--- src/rtl/jedro_1_defines.sv ---
// Shared definitions for the jedro_1 multiply/divide unit.
// Contents:
//   MDU_OP_WIDTH and the eight MDU_OP_* operation encodings
//   mdu_state_e -- FSM state encoding used by jedro_1_muldiv
//   helpers that decode operand signedness and the mul/div class of an op
package jedro_1_defines;

  localparam int MDU_OP_WIDTH = 3;

  localparam logic [MDU_OP_WIDTH-1:0] MDU_OP_MUL    = 3'b000;
  localparam logic [MDU_OP_WIDTH-1:0] MDU_OP_MULH   = 3'b001;
  localparam logic [MDU_OP_WIDTH-1:0] MDU_OP_MULHSU = 3'b010;
  localparam logic [MDU_OP_WIDTH-1:0] MDU_OP_MULHU  = 3'b011;
  localparam logic [MDU_OP_WIDTH-1:0] MDU_OP_DIV    = 3'b100;
  localparam logic [MDU_OP_WIDTH-1:0] MDU_OP_DIVU   = 3'b101;
  localparam logic [MDU_OP_WIDTH-1:0] MDU_OP_REM    = 3'b110;
  localparam logic [MDU_OP_WIDTH-1:0] MDU_OP_REMU   = 3'b111;

  typedef enum logic [1:0] {
    MDU_IDLE = 2'b00,
    MDU_BUSY = 2'b01,
    MDU_DONE = 2'b10
  } mdu_state_e;

  // Division ops occupy the upper half of the encoding space.
  function automatic logic mdu_is_div(input logic [MDU_OP_WIDTH-1:0] op);
    return op[2];
  endfunction

  // Operand A is signed for MUL, MULH, MULHSU, DIV and REM.
  function automatic logic mdu_a_signed(input logic [MDU_OP_WIDTH-1:0] op);
    logic s;
    case (op)
      MDU_OP_MULHU, MDU_OP_DIVU, MDU_OP_REMU: s = 1'b0;
      default:                                s = 1'b1;
    endcase
    return s;
  endfunction

  // Operand B is signed for MUL, MULH, DIV and REM.
  function automatic logic mdu_b_signed(input logic [MDU_OP_WIDTH-1:0] op);
    logic s;
    case (op)
      MDU_OP_MULHSU, MDU_OP_MULHU, MDU_OP_DIVU, MDU_OP_REMU: s = 1'b0;
      default:                                              s = 1'b1;
    endcase
    return s;
  endfunction

endpackage

--- src/rtl/jedro_1_muldiv_dp.sv ---
// Iterative datapath of the jedro_1 multiply/divide unit.
// Multiply: radix-2 shift-add on operand magnitudes into a 2*DATA_WIDTH
// accumulator. Divide: restoring division on magnitudes, remainder in the
// upper half and quotient in the lower half of the same accumulator.
// Sign correction is applied combinationally to the post-step value so the
// controller can register the final result on the last iteration edge.
// Ports:
//   clk_i   clock
//   load_i  capture op/operands and initialise the accumulator
//   step_i  perform one iteration
//   op_i    operation code (MDU_OP_*), sampled on load_i
//   opa_i   operand A, sampled on load_i
//   opb_i   operand B, sampled on load_i
//   res_o   sign-corrected result of the accumulator after the current step
module jedro_1_muldiv_dp
  import jedro_1_defines::*;
#(
  parameter int DATA_WIDTH = 32
) (
  input  logic                    clk_i,
  input  logic                    load_i,
  input  logic                    step_i,
  input  logic [MDU_OP_WIDTH-1:0] op_i,
  input  logic [DATA_WIDTH-1:0]   opa_i,
  input  logic [DATA_WIDTH-1:0]   opb_i,
  output logic [DATA_WIDTH-1:0]   res_o
);

  localparam int DW = DATA_WIDTH;

  function automatic logic [DW-1:0] neg_n(input logic [DW-1:0] x);
    return -x;
  endfunction

  function automatic logic [2*DW-1:0] neg_w(input logic [2*DW-1:0] x);
    return -x;
  endfunction

  logic [MDU_OP_WIDTH-1:0] op_q;
  logic [2*DW-1:0]         acc_q;
  logic [DW-1:0]           opr_q;
  logic [DW-1:0]           opa_q;
  logic                    neg_q;
  logic                    rneg_q;
  logic                    div0_q;

  logic                    a_neg, b_neg;
  logic [DW-1:0]           a_mag, b_mag;
  logic [DW:0]             mul_sum, r_sh, r_diff;
  logic [2*DW-1:0]         acc_step;
  logic [2*DW-1:0]         prod;

  always_comb begin
    a_neg = mdu_a_signed(op_i) & opa_i[DW-1];
    b_neg = mdu_b_signed(op_i) & opb_i[DW-1];
    a_mag = a_neg ? neg_n(opa_i) : opa_i;
    b_mag = b_neg ? neg_n(opb_i) : opb_i;
  end

  // One iteration: shift-add for multiply, shift-subtract-restore for divide.
  always_comb begin
    mul_sum = {1'b0, acc_q[2*DW-1:DW]} + (acc_q[0] ? {1'b0, opr_q} : {(DW+1){1'b0}});
    r_sh    = {acc_q[2*DW-1:DW], acc_q[DW-1]};
    r_diff  = r_sh - {1'b0, opr_q};
    if (mdu_is_div(op_q)) begin
      if (!r_diff[DW]) acc_step = {r_diff[DW-1:0], acc_q[DW-2:0], 1'b1};
      else             acc_step = {r_sh[DW-1:0], acc_q[DW-2:0], 1'b0};
    end else begin
      acc_step = {mul_sum, acc_q[DW-1:1]};
    end
  end

  always_ff @(posedge clk_i) begin
    if (load_i) begin
      op_q   <= op_i;
      opa_q  <= opa_i;
      div0_q <= (opb_i == {DW{1'b0}});
      neg_q  <= a_neg ^ b_neg;
      rneg_q <= a_neg;
      if (mdu_is_div(op_i)) begin
        acc_q <= {{DW{1'b0}}, a_mag};
        opr_q <= b_mag;
      end else begin
        acc_q <= {{DW{1'b0}}, b_mag};
        opr_q <= a_mag;
      end
    end else if (step_i) begin
      acc_q <= acc_step;
    end
  end

  // Divide-by-zero bypasses sign correction: all-ones quotient, dividend remainder.
  always_comb begin
    prod = neg_q ? neg_w(acc_step) : acc_step;
    case (op_q)
      MDU_OP_MULH, MDU_OP_MULHSU, MDU_OP_MULHU:
        res_o = prod[2*DW-1:DW];
      MDU_OP_DIV, MDU_OP_DIVU:
        res_o = div0_q ? {DW{1'b1}}
                       : (neg_q ? neg_n(acc_step[DW-1:0]) : acc_step[DW-1:0]);
      MDU_OP_REM, MDU_OP_REMU:
        res_o = div0_q ? opa_q
                       : (rneg_q ? neg_n(acc_step[2*DW-1:DW]) : acc_step[2*DW-1:DW]);
      default:
        res_o = prod[DW-1:0];
    endcase
  end

endmodule

--- src/rtl/jedro_1_muldiv.sv ---
// jedro_1 multiply/divide unit: controller (FSM, iteration counter,
// handshake) around the iterative datapath jedro_1_muldiv_dp.
// A request is accepted in IDLE, iterates DATA_WIDTH cycles in BUSY and
// presents a one-cycle valid_o in DONE. Results stay on res_o until the next
// completed operation or reset.
// Ports:
//   clk_i, rstn_i         clock, synchronous active-low reset
//   valid_i / ready_o     request handshake (ready only in IDLE)
//   op_sel_i              operation (MDU_OP_*)
//   opa_i, opb_i          operands
//   reg_dest_addr_i/_o    destination register, captured / presented
//   reg_wb_i/_o           writeback flag, captured / presented
//   flush_i               abort in-flight operation
//   valid_o, res_o        result strobe and value
module jedro_1_muldiv
  import jedro_1_defines::*;
#(
  parameter int DATA_WIDTH     = 32,
  parameter int REG_ADDR_WIDTH = 5
) (
  input  logic                      clk_i,
  input  logic                      rstn_i,
  input  logic                      valid_i,
  output logic                      ready_o,
  input  logic [MDU_OP_WIDTH-1:0]   op_sel_i,
  input  logic [DATA_WIDTH-1:0]     opa_i,
  input  logic [DATA_WIDTH-1:0]     opb_i,
  input  logic [REG_ADDR_WIDTH-1:0] reg_dest_addr_i,
  input  logic                      reg_wb_i,
  input  logic                      flush_i,
  output logic                      valid_o,
  output logic [DATA_WIDTH-1:0]     res_o,
  output logic [REG_ADDR_WIDTH-1:0] reg_dest_addr_o,
  output logic                      reg_wb_o
);

  localparam int CNT_W = $clog2(DATA_WIDTH + 1);

  mdu_state_e                state_q;
  logic [CNT_W-1:0]          cnt_q;
  logic                      valid_q;
  logic [REG_ADDR_WIDTH-1:0] dest_q;
  logic                      wb_q;
  logic [DATA_WIDTH-1:0]     dp_res;
  logic                      accept, step, last;

  assign ready_o = (state_q == MDU_IDLE);
  // A flush coinciding with a request keeps the unit idle.
  assign accept  = valid_i & ready_o & ~flush_i;
  assign step    = (state_q == MDU_BUSY) & ~flush_i;
  assign last    = (cnt_q == CNT_W'(1));
  // A flush raised during DONE withdraws the pulse in that same cycle.
  assign valid_o = valid_q & ~flush_i;

  jedro_1_muldiv_dp #(
    .DATA_WIDTH(DATA_WIDTH)
  ) u_dp (
    .clk_i  (clk_i),
    .load_i (accept),
    .step_i (step),
    .op_i   (op_sel_i),
    .opa_i  (opa_i),
    .opb_i  (opb_i),
    .res_o  (dp_res)
  );

  always_ff @(posedge clk_i) begin
    if (accept) begin
      dest_q <= reg_dest_addr_i;
      wb_q   <= reg_wb_i;
    end
  end

  always_ff @(posedge clk_i) begin
    if (!rstn_i) begin
      state_q         <= MDU_IDLE;
      cnt_q           <= '0;
      valid_q         <= 1'b0;
      res_o           <= '0;
      reg_dest_addr_o <= '0;
      reg_wb_o        <= 1'b0;
    end else begin
      valid_q <= 1'b0;
      case (state_q)
        MDU_IDLE: begin
          if (accept) begin
            state_q <= MDU_BUSY;
            cnt_q   <= CNT_W'(DATA_WIDTH);
          end
        end
        MDU_BUSY: begin
          if (flush_i) begin
            state_q <= MDU_IDLE;
            cnt_q   <= '0;
          end else begin
            cnt_q <= cnt_q - CNT_W'(1);
            if (last) begin
              state_q         <= MDU_DONE;
              valid_q         <= 1'b1;
              res_o           <= dp_res;
              reg_dest_addr_o <= dest_q;
              reg_wb_o        <= wb_q;
            end
          end
        end
        MDU_DONE: state_q <= MDU_IDLE;
        default:  state_q <= MDU_IDLE;
      endcase
    end
  end

endmodule

--- config.mk ---
export PLATFORM = sky130hd
export DESIGN_NAME = jedro_1_muldiv
export DESIGN_NICKNAME = d
export VERILOG_FILES = /design/src/rtl/jedro_1_defines.sv /design/src/rtl/jedro_1_muldiv_dp.sv /design/src/rtl/jedro_1_muldiv.sv
export SDC_FILE = /design/constraint.sdc
export NUM_CORES = 1
export LEC_CHECK = 0
export CORE_MARGIN = 5
export CORE_UTILIZATION = 56
export CTS_CLUSTER_DIAMETER = 200
export DETAILED_ROUTE_END_ITERATION = 10
export GPL_TIMING_DRIVEN = 1
export PLACE_DENSITY = 0.79
export SETUP_SLACK_MARGIN = 0.3
export SLEW_MARGIN = 30
export SYNTH_ARGS = -nofsm -noshare
export SYNTH_HDL_FRONTEND = slang
export SYNTH_HIERARCHICAL = 1
export SYNTH_SLANG_ARGS = --single-unit
export TNS_END_PERCENT = 30
--- constraint.sdc ---
create_clock -name clk_i -period 8.9 [get_ports clk_i]
set_input_delay 1.78 -clock clk_i [delete_from_list [all_inputs] [get_ports clk_i]]
set_output_delay 1.78 -clock clk_i [all_outputs]
set_load 0.03 [all_outputs]
==> results of run 1 <==
## Yosys cell counts, drive strengths merged (56+ instances only)
cell type,count
a21oi,157
buf,56
clkbuf,73
edfxtp,140
ha,70
inv,77
mux2i,95
nand2,259
nand3,82
nor2,157
nor3,56
o21ai,224
xnor2,97
xor2,81
## through the flow
stage / power [W] / instance area [µm²] / hold slack (ns)
after global routing: 0.00340 / 19800 / 0.488
after global placement: 0.00236 / 19100 / 0.444
after CTS: 0.00322 / 19800 / 0.463
after detailed placement: 0.00237 / 19100 / 0.450
after floorplan: 0.00196 / 17800 / 0.449
final: 0.00325 / 19800 / 0.461
## worst reg2reg max path: cells and delay by family (launching register included)
kind / cells / cell delay (ns)
compound gates: 11 / 3.10
simple gates: 8 / 2.16
fa+ha+maj: 3 / 0.83
flops: 1 / 0.36
buf+inv: 2 / 0.28
xor+xnor: 1 / 0.11
## layout make-up
| type | instances | area (µm²) | share of cell area, % |
|---|---|---|---|
| multi-input cells | 1822 | 11800 | 59.8 |
| flip-flops and latches | 187 | 5140 | 26.0 |
| clock buffers | 17 | 425 | 2.15 |
| inverters | 77 | 292 | 1.47 |
| clock inverters | 15 | 221 | 1.12 |
| repair buffers | 143 | 1360 | 6.88 |
| well taps | 402 | 503 | 2.54 |
## cell families (layout without fill, tap and decap cells)
| kind of cell | Yosys count | count (layout) |
|---|---|---|
| XOR/XNOR | 178 | 178 |
| multiplexers | 113 | 113 |
| AND/OR/NAND/NOR | 803 | 803 |
| flip-flops | 187 | 187 |
| buffers and inverters | 206 | 252 |
| AO/OA/AOI/OAI | 656 | 656 |
| adder cells (fa/ha/maj) | 72 | 72 |
## worst min path at each step
stage                                      endpoint  slack (ns)  depth (start not counted)
finish              reg_dest_addr_o[0]$_SDFFE_PN0P_        0.46                          2
global route                 res_o[11]$_SDFFE_PN0P_        0.49                          2
CTS                 reg_dest_addr_o[0]$_SDFFE_PN0P_        0.46                          2
detailed placement  reg_dest_addr_o[0]$_SDFFE_PN0P_        0.45                          2
global placement    reg_dest_addr_o[4]$_SDFFE_PN0P_        0.44                          2
floorplan                     cnt_q[4]$_SDFFE_PN0P_        0.45                          1
## flip-flops by register name, summed over array words and instances, names as in the netlist
| name | flops |
|---|---|
| valid_q | 1 |
| reg_dest_addr_o | 5 |
| res_o | 32 |
| u_dp/op_q | 3 |
| wb_q | 1 |
| u_dp/neg_q | 1 |
| u_dp/opa_q | 32 |
| dest_q | 5 |
| u_dp/opr_q | 32 |
| u_dp/rneg_q | 1 |
| u_dp/acc_q | 64 |
| state_q | 2 |
| u_dp/div0_q | 1 |
| cnt_q | 6 |
| reg_wb_o | 1 |
## power by group through the flow
stage	clock, W	combinational [W]	sequential [W]
finish	0.000847	0.00134	0.00106
global route	0.000894	0.00143	0.00107
CTS	0.000854	0.00130	0.00106
detailed placement	0	0.00129	0.00108
global placement	0	0.00128	0.00108
floorplan	0	0.000906	0.00106
## metal layers
layer,share of wire (%),vias up,wire length [µm]
met5,0,-,0
met4,5.5,0,3590
met3,8.8,192,5740
met2,46,1014,29900
met1,40,8516,26400
li1,-,8223,-
==> out/qor.yml, run 1 <==
global_routing:
  grt_pass1_vias: 16700
  grt-busiest-layer: "met2"
  grt_antenna_before_repair: 1
  grt_max_degree: 87
  met3_usage_pct: 5.74
  grtUsageMet2_pct: 57.7
  grt_pass1_wl_mm: 98.7
  gr-total-overflow: 0
  track_usage_pct: 35.5
  use_met1_pct: 46.6
critical_path:
  r2r_end: "res_o[24]$_SDFFE_PN0P_"
  reg2regPathDepth: 25
  worstSetupEndpoint: "res_o[24]$_SDFFE_PN0P_"
  reg2reg_slack_ns: 1.90
  endpoint_kind: "register"
  cp.arrival_ns: 7.30
  critical_path_buf_inv_count: 2
  cp.depth: 25
  startpoint: "u_dp/acc_q[31]$_DFFE_PP_"
  crit_path_max_fanout: 13
  crit_path_start_kind: "register"
  r2r-start: "u_dp/acc_q[31]$_DFFE_PP_"
  crit_family: "compound AO/OA/AOI/OAI gates"
  slowest_stage: "a211oi_2"
  required_ns: 9.21
  cpPeakStageDelay_ns: 0.72
  path_class: "register to register"
synth:
  ys_warn_count: 6
  synthAdderAreaFrac_pct: 5.14
  seq_area_frac_synth_pct: 28.8
  synth_top_area_share_pct: 23.6
  yosysTopAreaCell: "edfxtp_1"
  synth-main-ff-cell: "edfxtp_1"
  synthMuxAreaShare_pct: 6.47
  synth.area.top_cells: "edfxtp_1 (24%), nand2_1 (5.4%), mux2i_1 (5.3%)"
  syn-cell-area_mm2: 0.0178
  synth_nets: 2364
  synth-simple-area-share_pct: 22.3
  yosys.area_share.xor_xnor_pct: 8.74
  synth_compound_area_share_pct: 23.6
  synth_top_family_by_area: "compound AO/OA/AOI/OAI gates"
  synthArstFlopShare_pct: 0
  synth_edf_count: 140
  synthCells: 2215
  syn_avg_cell_area_um2: 8.05
  synth_cell_types: 96
  ys_ff_latch: 187
worst_hold_path:
  hold_class: "register to register"
  worstHoldStart: "reg_dest_addr_o[0]$_SDFFE_PN0P_"
die:
  die-area_mm2: 0.0355
  start_util_pct: 56.7
  core_region_area_mm2: 0.0315
  ioPinCount: 117
  die_w_um: 188
  rows: 65
  die_y_um: 188
timing:
  setup_tns_ns: 0
  worst_slack_ns: 1.90
  fin_crit_ns: 7.00
  finalCritPeriodShare_pct: 78.6
  setup-violations-final: 0
  rsz0062_at_grt: "no"
  fin_skew_ns: 0.0144
  fmax_ghz: 0.143
  worst_slew_pin_slew_ns: 0.999
  hold_violations: 0
  drv_slew: 0
  maxSlewHeadroom_pct: 33.4
pwr:
  p_switching_w: 0.00133
  cellInternalPower_w: 0.00193
  power_density_mw_per_mm2: 165
  p_seq_share_pct: 32.7
  power_frac_comb_pct: 41.2
  cellLeakagePower_nw: 7.44
  vdd.ir_drop.worst_v: 0.000137
  power_frac_clock_pct: 26.0
  sw_frac_of_total_pct: 40.8
cts:
  cts_root_buf: "clkbuf_16"
  h-tree-depth: 4
  cts.sinks: 187
  tritoncts: "done"
  post_cts_buffers: 0
  clk_pin_slew_ns: 0.08
  cts_buffers: 17
  hold_buffers: 0
  post_cts_resized: 0
  cts_buffer_depth: 2
  clkLatencyLatePin_ns: 0.45
drt:
  drt_iter0_drc: 2125
  vias_per_cell: 6.74
  wl_per_cell_um: 24.6
  ant_nets: 0
  firstDrtPassIters: 6
  drc_errors: 0
  via_count: 17900
  drt_wl_total_mm: 65.6
final_layout:
  nFillCells: 2810
  layout_commonest_cell: "nand2_1"
  final_core_util_pct: 62.8
  layout_common_cells: "nand2_1 (257), o21ai_0 (174), nor2_1 (154), a21oi_1 (153), edfxtp_1 (140)"
  syn_to_final_growth_pct: 10.9
  drive_above_1_share_pct: 6.24
  fin_nets: 2397
  antenna_cells: 0
  final_cells: 2663
place:
  io_buffers: 116
  place_ws_ns: 2.14
  dp_hpwl_mm: 50.9
  place_inst: 2631
  globalplace.congestion: 0.988
outcome:
  outcome: "completed"
job:
  maxCapViolations: 0
(Power assumes the default switching activity.)
==> run 2: changes to the inputs <==
CORE_UTILIZATION = 60   (was 56)
PLACE_DENSITY = 0.81   (was 0.79)
clock period = 7.2 ns   (was 8.9 ns; I/O delays follow)
==> out/qor.yml, run 2 (synthesized netlist as in run 1, its figures left out) <==
critical_path:
  reg2reg_slack_ns: 0.73  # -1.18 ns
  required_ns: 7.52  # -1.69 ns
  path_class: "register to register"
  endpoint_kind: "register"
  crit_path_max_fanout: 11  # -2
  cp.arrival_ns: 6.79  # -0.51 ns
  crit_path_start_kind: "register"
drt:
  met2_wirelength_mm: 29.1  # -2.7%
  drc_errors: 0  # unchanged
  vias_per_cell: 6.83  # +1.4%
  routed.top_layer: "met4"
  wl_met3_mm: 6.99  # +22%
  met1Wirelength_mm: 25.4  # -3.5%
  via_count: 18200  # +1.3%
  drt_iter0_drc: 2480  # +17%
  ant_nets: 0  # unchanged
  wl_per_cell_um: 24.6  # -0.23%
  drt_wl_total_mm: 65.4  # -0.31%
  firstDrtPassIters: 6  # unchanged
worst_hold_path:
  hold_class: "register to register"
final_layout:
  syn_to_final_growth_pct: 11.4
  final_cell_area_mm2: 0.0199  # +0.52%
  fin_nets: 2406  # +0.38%
  nFillCells: 2517  # -10%
  largest-register: "u_dp/acc_q"
  largest_reg_flops: 64  # unchanged
  layout_commonest_cell: "nand2_1"
  drive_above_1_share_pct: 6.52  # +0.28 points
  final_cells: 2661  # -0.075%
  layout_common_cells: "nand2_1 (257), o21ai_0 (175), nor2_1 (154), a21oi_1 (153), edfxtp_1 (140)"
job:
  maxCapViolations: 0  # unchanged
pwr:
  power_density_mw_per_mm2: 201  # +22%
  cellLeakagePower_nw: 7.50  # +0.79%
  vdd.ir_drop.worst_v: 0.000151  # +9.9%
  p_switching_w: 0.00160  # +20%
  p_seq_share_pct: 32.8  # about the same
  cellInternalPower_w: 0.00240  # +25%
  power_frac_comb_pct: 41.8  # +0.6 points
  power_frac_clock_pct: 25.4  # -0.6 points
  sw_frac_of_total_pct: 39.9  # -0.90 points
die:
  die_y_um: 182  # -3.2%
  die-area_mm2: 0.0333  # -6.3%
  core_region_area_mm2: 0.0295  # -6.3%
  start_util_pct: 60.5  # +3.8 points
  ioPinCount: 117  # unchanged
  die_w_um: 182  # -3.2%
  rows: 63  # -3.1%
global_routing:
  grt_pass1_wl_mm: 99.1  # +0.42%
  grt_max_degree: 87  # unchanged
  gr-total-overflow: 0  # unchanged
  track_usage_pct: 38.0  # +2.5 points
  grt_pass1_vias: 17100  # +2.8%
  grt_antenna_before_repair: 1  # unchanged
place:
  place_inst: 2624  # -0.27%
  globalplace.congestion: 1.06  # +7.3%
  dp_hpwl_mm: 50.4  # -1.0%
  placed_area_mm2: 0.0192  # +0.31%
  io_buffers: 116  # unchanged
  place_ws_ns: 0.650  # -1.49 ns
cts:
  clk_pin_slew_ns: 0.07  # about the same
  cts_buffer_depth: 2  # unchanged
  cts_buffers: 17  # unchanged
  cts_root_buf: "clkbuf_16"
  h-tree-depth: 4  # unchanged
  clkLatencyLatePin_ns: 0.45  # about the same
  hold_buffers: 0  # unchanged
  cts.sinks: 187  # unchanged
  tritoncts: "done"
timing:
  fin_crit_ns: 6.47  # -0.521 ns
  drv_slew: 0  # unchanged
  hold_violations: 0  # unchanged
  worst_slack_ns: 0.726  # -1.18 ns
  setup_tns_ns: 0  # unchanged
  finalCritPeriodShare_pct: 89.9  # +11 points
  fin_skew_ns: 0.0107  # -0.00368 ns
  fmax_ghz: 0.154  # +8.1%
  maxSlewHeadroom_pct: 34.3  # +0.84 points
  rsz0062_at_grt: "no"
  setup-violations-final: 0  # unchanged
  worst_slew_pin_slew_ns: 0.976  # -0.0230 ns
outcome:
  outcome: "completed"
run 2: worst paths after layout:
| path | startpoint | endpoint | depth (start not counted) |
|---|---|---|---|
| worst min-delay path | reg_wb_o$_SDFFE_PN0P_ | reg_wb_o$_SDFFE_PN0P_ | 2 |
| worst max-delay path | u_dp/acc_q[48]$_SDFFCE_PP0P_ | res_o[28]$_SDFFE_PN0P_ | 22 |
| worst max register to register | u_dp/acc_q[48]$_SDFFCE_PP0P_ | res_o[28]$_SDFFE_PN0P_ | 22 |
| worst min register to register | reg_wb_o$_SDFFE_PN0P_ | reg_wb_o$_SDFFE_PN0P_ | 2 |
run 2: cell type report:
class                           count  area, µm²  area share [%]
Clock buffer                       23        522            2.63
Sequential cell                   187       5140            25.9
Tap cell                          390        488            2.46
Timing Repair Buffer              152       1490            7.51
Clock inverter                      9       91.3           0.460
Multi-Input combinational cell   1822      11800            59.6
Antenna cell                        1       2.50          0.0126
Inverter                           77        292            1.47
run 2: worst max-delay path: stages (launching register included):
cell and delay [ns]:
edfxtp_1 0.48, ha_1 0.54, a21oi_1 0.21, o21ai_1 0.36, a211oi_1 0.16, o31ai_1 0.43, buf_4 0.27, o21a_1 0.16
nor3_1 0.10, nor2_1 0.18, ha_1 0.21, o2111ai_1 0.16, or3_1 0.47, nor4_2 0.43, o2111ai_1 0.34, nor2_1 0.45
nand3_1 0.28, o21ai_0 0.41, xnor2_1 0.11, a211oi_1 0.28, o22ai_1 0.10, nand2_1 0.09, o21ai_1 0.09
run 2: stage by stage:
| step | power (W) | util [%] | hold slack (ns) |
|---|---|---|---|
| 2_1_floorplan | 0.00243 | - | 0.449 |
| 3_3_place_gp | 0.00290 | 64.9 | 0.442 |
| 3_5_place_dp | 0.00292 | 65.1 | 0.448 |
| 4_1_cts | 0.00393 | 67.1 | 0.463 |
| 5_1_grt | 0.00415 | 67.4 | 0.491 |
| 6_report | 0.00400 | 67.4 | 0.459 |
run 2: power by group through the flow:
stage	clock (W)	combinational, W	sequential (W)
after global placement	0	0.00157	0.00133
after floorplan	0	0.00112	0.00131
after CTS	0.00102	0.00161	0.00131
final	0.00101	0.00167	0.00131
after global routing	0.00106	0.00178	0.00131
after detailed placement	0	0.00159	0.00133
run 2: timing repair:
action	in CTS	in global routing
setup endpoints to repair	0	11
resized for setup	0	2
buffers inserted	0	2
run 2: per-layer routing:
layer	vias to the layer above	GRT usage, %
met3	239	6.28
met4	0	19.2
met5	-	0
met1	8507	50.3
li1	8224	-
met2	1213	60.3
==> run 3: changes to the inputs <==
ABC_CLOCK_PERIOD_IN_PS = 7200   (was not set)
==> results of run 3 <==
No change in the layout: final DEF, timing and power equal those of run 2.
